## src/rtl/branch_pkg.sv

```systemverilog
// Shared types for the EX-stage branch sequencer: condition codes, FSM states, flag layout.
package branch_pkg;

    localparam int unsigned CCC_W   = 3;
    localparam int unsigned FLAGS_W = 3;

    localparam logic [CCC_W-1:0] CCC_NE = 3'b000;  // !Z
    localparam logic [CCC_W-1:0] CCC_EQ = 3'b001;  // Z
    localparam logic [CCC_W-1:0] CCC_GT = 3'b010;  // !Z & !N
    localparam logic [CCC_W-1:0] CCC_MI = 3'b011;  // N
    localparam logic [CCC_W-1:0] CCC_GE = 3'b100;  // Z | !N
    localparam logic [CCC_W-1:0] CCC_LE = 3'b101;  // N | Z
    localparam logic [CCC_W-1:0] CCC_VS = 3'b110;  // V
    localparam logic [CCC_W-1:0] CCC_AL = 3'b111;  // always

    typedef enum logic [1:0] {
        IDLE       = 2'd0,
        WAIT_FLAGS = 2'd1,
        FLUSH      = 2'd2
    } state_e;

    typedef struct packed {
        logic n;
        logic v;
        logic z;
    } flags_t;

endpackage

```

## src/rtl/branch_flow_ctrl_if.sv

```systemverilog
// Handshake bundle between ALU flags, EX branch decode and fetch/pipeline control.
interface branch_flow_ctrl_if #(
    parameter int unsigned ADDR_W = 16
);
    import branch_pkg::*;

    logic              alu_flag_we;
    logic              alu_n;
    logic              alu_v;
    logic              alu_z;
    logic              flag_pending;
    logic              br_valid;
    logic [CCC_W-1:0]  br_ccc;
    logic [ADDR_W-1:0] br_target;
    logic              br_ack;
    logic              br_taken;
    logic              pc_redirect;
    logic [ADDR_W-1:0] pc_redirect_addr;
    logic              flush;
    logic              stall;

    modport master (
        output alu_flag_we, alu_n, alu_v, alu_z, flag_pending,
        output br_valid, br_ccc, br_target,
        input  br_ack, br_taken, pc_redirect, pc_redirect_addr, flush, stall
    );

    modport slave (
        input  alu_flag_we, alu_n, alu_v, alu_z, flag_pending,
        input  br_valid, br_ccc, br_target,
        output br_ack, br_taken, pc_redirect, pc_redirect_addr, flush, stall
    );

endinterface

```

## src/rtl/branch_cond_eval.sv

```systemverilog
// Pure combinational condition-code evaluation against a {N,V,Z} flag set.
module branch_cond_eval
    import branch_pkg::*;
(
    input  logic [CCC_W-1:0] ccc,
    input  logic             n,
    input  logic             v,
    input  logic             z,
    output logic             cond_c
);

    always_comb begin
        cond_c = 1'b0;
        case (ccc)
            CCC_NE:  cond_c = ~z;
            CCC_EQ:  cond_c = z;
            CCC_GT:  cond_c = ~z & ~n;
            CCC_MI:  cond_c = n;
            CCC_GE:  cond_c = z | ~n;
            CCC_LE:  cond_c = n | z;
            CCC_VS:  cond_c = v;
            CCC_AL:  cond_c = 1'b1;
            default: cond_c = 1'b0;
        endcase
    end

endmodule

```

## src/rtl/branch_flow_ctrl.sv

```systemverilog
// EX-stage branch sequencer: flag register, condition resolve with stall on in-flight flags,
// PC redirect and fixed-length wrong-path flush after taken branches.
module branch_flow_ctrl
    import branch_pkg::*;
#(
    parameter int unsigned ADDR_W       = 16,
    parameter int unsigned FLUSH_CYCLES = 2,
    parameter int unsigned CNT_W        = 16
) (
    input  logic                 clk,
    input  logic                 rst_n,
    branch_flow_ctrl_if.slave    bus,
    output logic [FLAGS_W-1:0]   flags_q,
    output logic [CNT_W-1:0]     taken_cnt
);

    localparam int unsigned FCNT_W = $clog2(FLUSH_CYCLES + 1);

    state_e              state_q, state_d;
    logic [FCNT_W-1:0]   flush_cnt_q, flush_cnt_d;
    logic [CNT_W-1:0]    taken_cnt_q, taken_cnt_d;
    logic [FLAGS_W-1:0]  flags_d;

    flags_t              eval_flags;
    logic                cond_c;
    logic                resolvable;
    logic                do_resolve;
    logic                ack_c, taken_c, redirect_c, flush_c, stall_c;

    // Same-cycle flag writes bypass the register so the branch sees the newest flags.
    assign eval_flags = bus.alu_flag_we ? flags_t'({bus.alu_n, bus.alu_v, bus.alu_z})
                                        : flags_t'(flags_q);
    assign resolvable = bus.br_valid & (bus.alu_flag_we | ~bus.flag_pending);

    branch_cond_eval u_cond_eval (
        .ccc    (bus.br_ccc),
        .n      (eval_flags.n),
        .v      (eval_flags.v),
        .z      (eval_flags.z),
        .cond_c (cond_c)
    );

    always_comb begin
        state_d     = state_q;
        flush_cnt_d = flush_cnt_q;
        taken_cnt_d = taken_cnt_q;
        flags_d     = bus.alu_flag_we ? {bus.alu_n, bus.alu_v, bus.alu_z} : flags_q;
        do_resolve  = 1'b0;
        ack_c       = 1'b0;
        taken_c     = 1'b0;
        redirect_c  = 1'b0;
        flush_c     = 1'b0;
        stall_c     = 1'b0;

        case (state_q)
            IDLE: begin
                if (bus.br_valid) begin
                    if (resolvable) begin
                        do_resolve = 1'b1;
                    end else begin
                        stall_c = 1'b1;
                        state_d = WAIT_FLAGS;
                    end
                end
            end
            WAIT_FLAGS: begin
                // A dropped br_valid means the branch was squashed upstream.
                if (!bus.br_valid) begin
                    state_d = IDLE;
                end else if (resolvable) begin
                    do_resolve = 1'b1;
                    state_d    = IDLE;
                end else begin
                    stall_c = 1'b1;
                end
            end
            FLUSH: begin
                // Any branch seen here is wrong-path: no ack, no stall.
                flush_c = 1'b1;
                if (flush_cnt_q <= FCNT_W'(1)) begin
                    flush_cnt_d = '0;
                    state_d     = IDLE;
                end else begin
                    flush_cnt_d = flush_cnt_q - FCNT_W'(1);
                end
            end
            default: begin
                state_d     = IDLE;
                flush_cnt_d = '0;
            end
        endcase

        if (do_resolve) begin
            ack_c   = 1'b1;
            taken_c = cond_c;
            if (cond_c) begin
                redirect_c = 1'b1;
                flush_c    = 1'b1;
                if (~&taken_cnt_q) begin
                    taken_cnt_d = taken_cnt_q + CNT_W'(1);
                end
                if (FLUSH_CYCLES > 1) begin
                    state_d     = FLUSH;
                    flush_cnt_d = FCNT_W'(FLUSH_CYCLES - 1);
                end else begin
                    state_d = IDLE;
                end
            end
        end
    end

    always_ff @(posedge clk or negedge rst_n) begin
        if (!rst_n) begin
            state_q     <= IDLE;
            flush_cnt_q <= '0;
            taken_cnt_q <= '0;
            flags_q     <= '0;
        end else begin
            state_q     <= state_d;
            flush_cnt_q <= flush_cnt_d;
            taken_cnt_q <= taken_cnt_d;
            flags_q     <= flags_d;
        end
    end

    // Mealy outputs are forced low while reset is asserted.
    assign bus.br_ack           = rst_n & ack_c;
    assign bus.br_taken         = rst_n & taken_c;
    assign bus.pc_redirect      = rst_n & redirect_c;
    assign bus.pc_redirect_addr = (rst_n & redirect_c) ? bus.br_target : '0;
    assign bus.flush            = rst_n & flush_c;
    assign bus.stall            = rst_n & stall_c;
    assign taken_cnt            = taken_cnt_q;

endmodule

```

## src/flat_wrapper.sv

```systemverilog
// flat-port wrapper written by rule: the top's interface ports become plain ports
module branch_flow_ctrl_flat import branch_pkg::*;
#(
    parameter int unsigned ADDR_W       = 16,
    parameter int unsigned FLUSH_CYCLES = 2,
    parameter int unsigned CNT_W        = 16
)
  (clk, rst_n, flags_q, taken_cnt, bus_alu_flag_we, bus_alu_n, bus_alu_v, bus_alu_z, bus_flag_pending, bus_br_valid, bus_br_ccc, bus_br_target, bus_br_ack, bus_br_taken, bus_pc_redirect, bus_pc_redirect_addr, bus_flush, bus_stall);
  branch_flow_ctrl_if #(.ADDR_W(ADDR_W)) bus_i ();
  input  logic clk;
  input  logic rst_n;
  output logic [FLAGS_W-1:0] flags_q;
  output logic [CNT_W-1:0] taken_cnt;
  input wire logic [$bits(bus_i.alu_flag_we)-1:0] bus_alu_flag_we;
  input wire logic [$bits(bus_i.alu_n)-1:0] bus_alu_n;
  input wire logic [$bits(bus_i.alu_v)-1:0] bus_alu_v;
  input wire logic [$bits(bus_i.alu_z)-1:0] bus_alu_z;
  input wire logic [$bits(bus_i.flag_pending)-1:0] bus_flag_pending;
  input wire logic [$bits(bus_i.br_valid)-1:0] bus_br_valid;
  input wire logic [$bits(bus_i.br_ccc)-1:0] bus_br_ccc;
  input wire logic [$bits(bus_i.br_target)-1:0] bus_br_target;
  output wire logic [$bits(bus_i.br_ack)-1:0] bus_br_ack;
  output wire logic [$bits(bus_i.br_taken)-1:0] bus_br_taken;
  output wire logic [$bits(bus_i.pc_redirect)-1:0] bus_pc_redirect;
  output wire logic [$bits(bus_i.pc_redirect_addr)-1:0] bus_pc_redirect_addr;
  output wire logic [$bits(bus_i.flush)-1:0] bus_flush;
  output wire logic [$bits(bus_i.stall)-1:0] bus_stall;
  assign bus_i.alu_flag_we = bus_alu_flag_we;
  assign bus_i.alu_n = bus_alu_n;
  assign bus_i.alu_v = bus_alu_v;
  assign bus_i.alu_z = bus_alu_z;
  assign bus_i.flag_pending = bus_flag_pending;
  assign bus_i.br_valid = bus_br_valid;
  assign bus_i.br_ccc = bus_br_ccc;
  assign bus_i.br_target = bus_br_target;
  assign bus_br_ack = bus_i.br_ack;
  assign bus_br_taken = bus_i.br_taken;
  assign bus_pc_redirect = bus_i.pc_redirect;
  assign bus_pc_redirect_addr = bus_i.pc_redirect_addr;
  assign bus_flush = bus_i.flush;
  assign bus_stall = bus_i.stall;
  branch_flow_ctrl #(.ADDR_W(ADDR_W), .FLUSH_CYCLES(FLUSH_CYCLES), .CNT_W(CNT_W)) u_core (.clk(clk), .rst_n(rst_n), .bus(bus_i), .flags_q(flags_q), .taken_cnt(taken_cnt));
endmodule
```

## config.mk

```make
export PLATFORM = sky130hd
export DESIGN_NAME = branch_flow_ctrl_flat
export DESIGN_NICKNAME = d
export VERILOG_FILES = /design/src/rtl/branch_pkg.sv /design/src/rtl/branch_flow_ctrl_if.sv /design/src/rtl/branch_cond_eval.sv /design/src/rtl/branch_flow_ctrl.sv /design/src/flat_wrapper.sv
export SDC_FILE = /design/constraint.sdc
export NUM_CORES = 1
export LEC_CHECK = 0
export ABC_CLOCK_PERIOD_IN_PS = 2000
export CORE_UTILIZATION = 36
export DETAILED_ROUTE_END_ITERATION = 10
export GPL_ROUTABILITY_DRIVEN = 0
export PLACE_DENSITY = 0.81
export SLEW_MARGIN = 10
export SYNTH_ARGS = -nofsm -noshare
export SYNTH_HDL_FRONTEND = slang
export SYNTH_SLANG_ARGS = --single-unit
```

## constraint.sdc

```tcl
create_clock -name clk -period 2 [get_ports clk]
set_input_delay 0.4 -clock clk [delete_from_list [all_inputs] [get_ports clk]]
set_output_delay 0.4 -clock clk [all_outputs]
set_load 0.005 [all_outputs]
```

# After elaboration in Yosys (flattened, before gate mapping)
# Cells that the tools add are included.
# W data, S select, Z words.
dict set report op_classes {
  n_addsub 2
  n_mul 0
  bitwise_logic 14
  n_eq_ne 9
  shifts 0
  muxes 28
  div_mod_pow 0
  reduce_logical 5
  order_cmp 1
}
# cell n
set op_table {}
lappend op_table {{$mux W2} 10}
lappend op_table {{$add A16 B1 Y16 const B} 1}
lappend op_table {{$mux W16} 1}
lappend op_table {{$reduce_and A16 Y1} 1}
lappend op_table {{$mux W1} 13}
lappend op_table {{$eq A3 B3 Y1 const B} 4}
lappend op_table {{$pmux W1 S8} 1}
lappend op_table {{$and A1 B1 Y1} 7}
lappend op_table {{$eq A3 B2 Y1 const B} 2}
lappend op_table {{$pmux W2 S3} 1}
lappend op_table {{$not A1 Y1} 4}
lappend op_table {{$pmux W2 S2} 1}
lappend op_table {{$eq A3 B1 Y1 const B} 1}
lappend op_table {{$logic_not A3 Y1} 1}
lappend op_table {{$mux W3} 1}
lappend op_table {{$or A1 B1 Y1} 3}
lappend op_table {{$reduce_and A3 Y1} 1}
lappend op_table {{$eq A2 B1 Y1 const B} 1}
lappend op_table {{$eq A2 B2 Y1 const B} 1}
lappend op_table {{$le A2 B1 Y1 const B} 1}
lappend op_table {{$logic_not A2 Y1} 1}
lappend op_table {{$reduce_or A2 Y1} 1}
lappend op_table {{$sub A2 B1 Y2 const B} 1}
dict set report word_totals {
  romBits 0
  regBits 23
  input_bits 27
  output_inout_bits 40
  wordCells 63
  mem_count 0
  latchBits 0
  ramBits 0
}

# Depth between registers and ports, before layout
dict set report logic_depth {
  depth_word 9
  ltp_mapped 8
  depth_no_buf 6
}

# By module
# Synthesis repeated with hierarchy kept, for this count alone.
dict set report unflattened {
  hier_cells 128
  hier_area_um2 1371.3
}
# module area_each_um2 cells_per_inst seq_area_each_um2 instances
set modules_own_cells {}
lappend modules_own_cells {branch_flow_ctrl 1295.0 117 575.6 1}
lappend modules_own_cells {branch_cond_eval 76.3 11 0.0 1}

# Least setup slack after synthesis
# No wires, ideal clock.
dict set report synth_timing {
  path_kind {input-to-output}
  startpoint {input bus_alu_flag_we}
  endpoint {output bus_pc_redirect_addr[10]}
  t_arrival_ns 1.746
  n_path_buf 2
  t_required_ns 1.600
  cell_stages 7
  setup_slack_ns -0.146
  path_cell_list {mux2i_1 > o21ai_0 > o221a_1 > buf_6 > nor3b_4 > buf_4 > and2_1}
}
dict set report synth_between {
  elab_chain_cells 8
  elab_cells_between_ends 16
  cone_classes {mux: 8; bitwise: 8}
}
# item line
set synth_lines {}
lappend synth_lines {{start, declared} flat_wrapper.sv:14} ;# input wire logic [$bits(bus_i.alu_flag_we)-1:0] bus_alu_flag_we;
lappend synth_lines {{$mux W3 / $or A1 B1 Y1 (equally long branches)} -}
lappend synth_lines {{$not A1 Y1, or another cell as far along} {branch_cond_eval.sv:17, branch_cond_eval.sv:19}}
lappend synth_lines {{$or A1 B1 Y1, or another cell as far along} branch_cond_eval.sv:19} ;# CCC_GE: cond_c = z | ~n;
lappend synth_lines {{$pmux W1 S8 / $mux W1 (equally long branches)} {branch_cond_eval.sv:14, branch_flow_ctrl.sv:68}}
lappend synth_lines {{$mux W1, on equally long branches} -}
lappend synth_lines {{$mux W1 (*)} branch_flow_ctrl.sv:93} ;# if (do_resolve) begin
lappend synth_lines {{$and A1 B1 Y1 (*)} branch_flow_ctrl.sv:130} ;# assign bus.pc_redirect_addr = (rst_n & redirect_c) ? bus.br_target : '0;
lappend synth_lines {{$mux W16 (*)} branch_flow_ctrl.sv:130}
lappend synth_lines {{end, declared} flat_wrapper.sv:25} ;# output wire logic [$bits(bus_i.pc_redirect_addr)-1:0] bus_pc_redirect_addr;
# Mark *: on every way between the ends. The rest lies on a longest branch, timed or not.

# Final worst setup path
dict set report layout_timing {
  startpoint {input bus_br_valid}
  endpoint {output bus_pc_redirect_addr[14]}
}
dict set report layout_between {
  elab_chain_cells 7
}
# item line
set layout_lines {}
lappend layout_lines {{start, declared} flat_wrapper.sv:19} ;# input wire logic [$bits(bus_i.br_valid)-1:0] bus_br_valid;
lappend layout_lines {{$and A1 B1 Y1} branch_flow_ctrl.sv:33} ;# assign resolvable = bus.br_valid & (bus.alu_flag_we | ~bus.flag_pending);
lappend layout_lines {{$mux W1} {branch_flow_ctrl.sv:58, branch_flow_ctrl.sv:70}}
lappend layout_lines {{$mux W1 (*)} branch_flow_ctrl.sv:68} ;# if (!bus.br_valid) begin
lappend layout_lines {{$mux W1 (*)} -}
lappend layout_lines {{$mux W1 (*)} branch_flow_ctrl.sv:93}
lappend layout_lines {{$and A1 B1 Y1 (*)} branch_flow_ctrl.sv:130}
lappend layout_lines {{$mux W16 (*)} branch_flow_ctrl.sv:130}
# Marked as above.

==> summary.txt <==
Outcome
  • Outcome: complete, but fails checks
  • Failing checks: setup timing

Setup path
  • Worst path cell trace: clkdlybuf4s50_1, nand2b_1, nor2_4, nand3_4, nor3b_4, buf_12, buf_8, and2_4, buf_6
  • CP Class: input pin to output pin
  • Reg-to-reg critical path endpoint: u_core.taken_cnt[3]$_DFFE_PN0P_
  • CP top delay family: buffers and inverters
  • CP Data Arrival Time: 2000 ps
  • Max FO, Critical Path: 8
  • Buf/Inv on CP: 4
  • Worst setup EP type: output pin
  • Crit-path max cell delay: 490 ps
  • Startpoint Class: input pin
  • Worst reg-to-reg path cell count: 9
  • Internal reg-to-reg setup slack: 60 ps
  • Crit-path slowest cell: clkdlybuf4s50_1
  • Reg2reg start: u_core.flags_q[0]$_DFF_PN0_
  • Worst EP required: 1600 ps

Global route
  • First-pass GRT wire length: 6313 um
  • Vias in the first global route: 1389
  • GRT overflow: 0
  • Initial antenna violation count: 0
  • Largest net degree at the start of global routing: 17
  • GR Util All Layers: 0.2011

Route
  • ANT nets after route: 0
  • DR vias/cell: 5.195
  • Wire per inst: 15.42 um
  • Vias: 1439
  • Remaining DRCs: 0
  • 1st-pass router iterations: 4
  • Initial DRC count: 47
  • Post-Route WL: 4271 um

Worst hold path
  • HP Class: input pin to async pin

Timing
  • Final Skew: 8.738 ps
  • Min Tclk post-route: 2399 ps
  • Slew @ Worst Pin: 340.6 ps
  • Setup TNS: -7068 ps
  • Final period utilization: 1.200
  • Setup ws final: -399.3 ps
  • RSZ-0062 raised after global routing: yes
  • Max frequency: 416.8 MHz
  • Slew margin rel.: 0.7721
  • Hold Slack: 330.7 ps
  • Setup violations, final: 19
  • Hold Violations, Final: 0
  • Final max-slew violation count: 0

Job
  • Maxcap violations: 0

Final layout
  • Nets@finish: 260
  • Most frequent cells in the layout: clkdlybuf4s50_1 (37), buf_4 (25), dfrtp_1 (23)
  • Share of cells above drive strength 1: 0.4026
  • Layout fillers: 247
  • Commonest non-fill, non-tap cell in the layout: clkdlybuf4s50_1
  • Diodes inserted: 0
  • Area Overhead vs Synth: 89.55%

Synth
  • Syn Std Cell Area: 0.001329 mm2
  • Synthesized flop and latch total: 23
  • Largest family of logic cells by synthesized area: simple AND/OR/NAND/NOR gates
  • Fraction of registers with async set/reset: 1.000
  • Mux contribution to synthesized area: 0.03202
  • Synthesized Nets: 161
  • XOR/XNOR Fraction of Synth Area: 0.09887
  • Synth Warn #: 0
  • Synth Area in Adders: 0.009416
  • Compound-Gate Fraction of Synth Area: 0.03766
  • Synth Instances: 133
  • Ys flop type: dfrtp_1
  • Synth Area per Inst: 9.991 um2
  • Register area share after synthesis: 0.4331
  • Synth Area in Simple Gates: 0.3465
  • Post-synth EDFFs: 0
  • Synth unique cells: 34

Power and ir drop
  • P_leak: 0.001171 uW
  • Cell Pwr Density: 597.8 mW/mm2
  • Maximum vdd drop: 0.0005575 V

Clock tree
  • H-tree depth: 1
  • Reg clk slew, reported paths: 90 ps
  • Hold buffers post-CTS: 0
  • Worst-Skew Late Latency: 270 ps
  • CTS tree: done
  • Num CTS Buffers: 3
  • CTS Buffer Depth: 2
  • Root Driver: clkbuf_8
  • CTS Sinks: 23

Place
  • I/O Buffers: 66
  • HPWL Detailed: 2831 um

Floorplanning
  • Die area: 0.003938 mm2
  • I/O pins: 67
  • Starting Density: 0.3860
  • FP Rows: 21
  • Core area: 0.003442 mm2
  • Chip height: 62.76 um
  • Horizontal die dimension: 62.76 um
==> through the flow <==
stage / total power [uW] / utilization / cell area, um2 / instances / worst slack [ps]
2_1_floorplan: 799.2 / - / 1368 / 133 / -21.66
3_3_place_gp: 1098 / 0.6434 / 2215 / 262 / -1126
3_5_place_dp: 1122 / 0.6434 / 2215 / 262 / -1179
4_1_cts: 1437 / 0.6798 / 2340 / 271 / -356.6
5_1_grt: 1581 / 0.7317 / 2519 / 277 / -453.4
6_report: 1506 / 0.7317 / 2519 / 277 / -399.3
==> worst max path at each step <==
stage                           startpoint  slack [ps]                  endpoint  cells past startpoint
2_1_floorplan              bus_alu_flag_we         -20  bus_pc_redirect_addr[10]                      7
3_3_place_gp               bus_alu_flag_we       -1130  bus_pc_redirect_addr[12]                      9
3_5_place_dp               bus_alu_flag_we       -1180  bus_pc_redirect_addr[15]                      8
4_1_cts        u_core.flags_q[0]$_DFF_PN0_        -360  bus_pc_redirect_addr[13]                      8
5_1_grt        u_core.flags_q[2]$_DFF_PN0_        -450                 bus_flush                      8
6_report                      bus_br_valid        -400  bus_pc_redirect_addr[14]                      9
==> cell usage after synthesis (3+ instances only) <==
cell type / number / area (um2)
inv_1: 5 / 18.77
xor2_1: 15 / 131.4
nand4_1: 6 / 37.54
nor4_1: 4 / 25.02
o21ai_0: 3 / 15.01
nand2_1: 6 / 22.52
and2_1: 16 / 100.1
dfrtp_1: 23 / 575.6
nor3_1: 8 / 40.04
nand3_1: 8 / 40.04
nor2_1: 9 / 33.78
==> routing by layer <==
layer,share of wire,track usage
met5,0,0
met4,0.018,0.05233
met3,0.060,0.03650
met2,0.55,0.4076
met1,0.37,0.2055
==> report_power, final <==
part,total [uW],internal [uW],switching (uW),leakage [uW]
clock network,293,142,150,0.0000228
registers,617,537,80.3,0.000298
logic,596,358,238,0.000851
total,1510,1040,469,0.00117
==> kinds of logic after synthesis <==
| family | count (synthesis) |
|---|---|
| mux | 4 |
| fa+ha+maj | 1 |
| flops | 23 |
| compound gates | 7 |
| simple gates | 74 |
| xor+xnor | 15 |
| buf+inv | 9 |
==> worst register-to-register path: stages (launching register included) <==
cell     delay, ps
dfrtp_1        400
mux2i_4        100
buf_4          150
a32oi_4        210
buf_4          150
buf_4          100
nand4_4        140
buf_4          190
nor3_1         230
xor2_1         190
==> sequential cells by signal (all words and copies together) (netlist names) <==
signal              flops
u_core.flush_cnt_q      2
u_core.taken_cnt       16
u_core.flags_q          3
u_core.state_q          2
==> layout make-up <==
class	count	area, um2	share of cell area
inverters	5	18.77	0.007452
well taps	46	57.56	0.02285
multi-input cells	101	899.6	0.3572
clock buffers	4	45.04	0.01788
flip-flops and latches	23	575.6	0.2285
repair buffers	98	922.1	0.3661
==> what timing repair did <==
item | in CTS | in global routing
resized for setup | 118 | 25
buffers inserted | 6 | 6
setup endpoints to repair | 40 | 35
pin swaps | 21 | 8
(Power assumes the default switching activity.)
==> RTL change: new RTL, same flow settings <==
Re-encode `state_e` (3 states) as one-hot, 3 bits wide.
--- a/src/rtl/branch_pkg.sv
+++ b/src/rtl/branch_pkg.sv
@@ -13,10 +13,10 @@
     localparam logic [CCC_W-1:0] CCC_VS = 3'b110;  // V
     localparam logic [CCC_W-1:0] CCC_AL = 3'b111;  // always
 
-    typedef enum logic [1:0] {
-        IDLE       = 2'd0,
-        WAIT_FLAGS = 2'd1,
-        FLUSH      = 2'd2
+    typedef enum logic [2:0] {
+        IDLE       = 3'b001,
+        WAIT_FLAGS = 3'b010,
+        FLUSH      = 3'b100
     } state_e;
 
     typedef struct packed {
Behaviour: no difference found for any inputs over 10 cycles, from zero or initial values and one cycle with rst_n low; not proved beyond that.
==> RTL change against the unedited design <==
- the flow still finishes with violations (setup timing)
- sequential cell count increased by 1
- worst setup slack got worse by 330 ps
- power increased by 2.5%
- routed wire length increased by 7.4%
- global-route usage increased by 1.3 points
- cell area increased by 2.6%
- clock skew increased by 7.3 ps
- die area decreased by 2.1%
- area after synthesis decreased by 2.2%
==> RTL change: results (changes against the unedited design) <==
The number of design-rule violations left by the first detailed-router iteration is 51 (+8.5%). The logs give 40 (+21) for the final count of negative-setup-slack endpoints and -18,320 ps (-11,250 ps) for the accumulated negative setup slack. The maximum number of pins on one net before global-route repair was 25 (+8); the total number of nets in the final design was 256 (-1.5%). The adder-cell area share of the yosys netlist came out at 0.962% (+0.021 points). The total number of yosys warnings is 0 (unchanged). The global-route wire length before repair is 5950 um (-5.7%), and the multiplexer share of the synthesized area is 4.04% (+0.84 points). Fraction of met2 tracks used by global routing: 39.8% (-0.94 points). The worst setup slack for register-to-register paths was -430 ps (-490 ps); the share of layout cells above drive strength 1 was 48.5% (+8.2 points). The worst path setup slack after routing is -731 ps (-331 ps). The met3 demand-to-capacity share in global routing is 4.76% (+1.1 points), and the cell depth of the worst flop-to-flop path is 10 (+1). Total wire length: 4590 um (+7.4%). For the worst setup slack before clock tree synthesis, the log shows -1200 ps (-18.3 ps).

The top fanout value on the critical path was 5 (-3). The checks that failed: setup timing. The logs give 2330 ps (+330 ps) for the worst path arrival time and 123 (-7.5%) for the gate count of the mapped netlist. Via count of the first global-routing pass: 1,336 (-3.8%).

The complex-gate fraction of the synthesized area was 6.26% (+2.5 points); the total track usage was 21.4% (+1.3 points). Number of non-filler instances in the completed layout: 273 (-1.4%). The fraction of synthesized cell area in xor and xnor cells is 10.8% (+0.89 points). The run gives 250 (-4.6%) as the cell count after placement.

The tree is rooted in a sky130_fd_sc_hd__clkbuf_4. The register clock-pin slew on the reported worst setup and hold paths was 130 ps (+40 ps). The number of unique standard cell types used by synthesis came out at 36 (+5.9%). The slew at the pin closest to its max-slew limit came out at 501 ps (+161 ps). By area the synthesized netlist is led by sky130_fd_sc_hd__dfrtp_1 (44%), sky130_fd_sc_hd__xnor2_1 (10%), sky130_fd_sc_hd__and3_1 (9.1%), sky130_fd_sc_hd__nand4_1 (2.4%), sky130_fd_sc_hd__nand3_1 (2.3%). The run finished, with violations left. The post-route met1 wirelength is 1730 um (+8.8%), and the switching part of the total power is 30.9% (-0.24 points). The peak per-stage delay on the critical path was 520 ps (+30 ps).

The tools report the fraction of the yosys area taken by sequential cells as 46.3% (+3.0 points). The routed length on met3 was 215 um (-16%); the met1 track demand over resource in global routing was 23.8% (+3.2 points). The quantity of I/O buffers inserted on ports is 66 (unchanged), and the net count after synthesis is 151 (-6.2%). The clock insertion delay at the later pin of the skew report was 310 ps (+40 ps). The logs give 201 (-19%) for the final-layout fill cell count and 2170 um2 (-2.0%) for the instance area after placement. Sorting the synthesized cells by how often they occur yields sky130_fd_sc_hd__dfrtp_1 (23), sky130_fd_sc_hd__and3_1 (19), sky130_fd_sc_hd__xnor2_1 (15), sky130_fd_sc_hd__nand2_1 (8), sky130_fd_sc_hd__nand3_1 (6). The clock skew is 16.1 ps (+7.32 ps), and the hold slack is 454 ps (+124 ps).
-- RTL change: cell types whose count changed in the layout (fill, tap and decap cells not counted), moves of 6 or more --
cell / change
sky130_fd_sc_hd__xor2_1: -14
sky130_fd_sc_hd__and3_4: +12
sky130_fd_sc_hd__buf_6: +10
sky130_fd_sc_hd__xnor2_1: +10
sky130_fd_sc_hd__and2_4: -8
sky130_fd_sc_hd__nand3_1: -6
-- RTL change: cell type report --
cell class                 instances  area (um2)  share of cell area, %
tap                               46        57.6                   2.23
timing repair buffer             103         975                   37.7
clock buffer                       4        26.3                   1.02
inverter                           4        15.0                  0.581
sequential                        24         602                   23.3
multi-input combinational         92         908                   35.2
-- RTL change: power by group through the flow --
stage	combinational (mW)	sequential [mW]	clock (mW)
floorplan	0.187	0.643	0
global placement	0.521	0.624	0
detailed placement	0.538	0.631	0
CTS	0.648	0.623	0.220
global route	0.752	0.637	0.237
finish	0.708	0.626	0.209
-- RTL change: final timing paths --
path	start	end
max in group asynchronous	rst_n	u_core.state_q[0]
max reg2reg	u_core.flags_q[0]	u_core.taken_cnt[13]
min reg2reg	u_core.taken_cnt[14]	u_core.taken_cnt[14]
min in group asynchronous	rst_n	u_core.state_q[2]
max	bus_br_ccc[2]	bus_flush
min	bus_alu_v	u_core.flags_q[1]
-- RTL change: cell families after synthesis --
kind of cell,Yosys count
adders and majority gates,1
AOI/OAI and AO/OA,8
buffers and inverters,9
DFF,24
muxes,4
xor gates and xnor gates,16
and+or+nand+nor,61
-- RTL change: repair_timing --
item	in CTS	in global routing
cloned	3	0
gates resized for setup	123	41
pin swaps	25	25
setup buffers	16	6
hold endpoints to repair	0	0
setup endpoints to repair	41	40
-- RTL change: critical path: cells and delay by family --
kind | cells | cell delay, ps
simple gates | 1 | 130
compound gates | 3 | 710
buf+inv | 5 | 1090
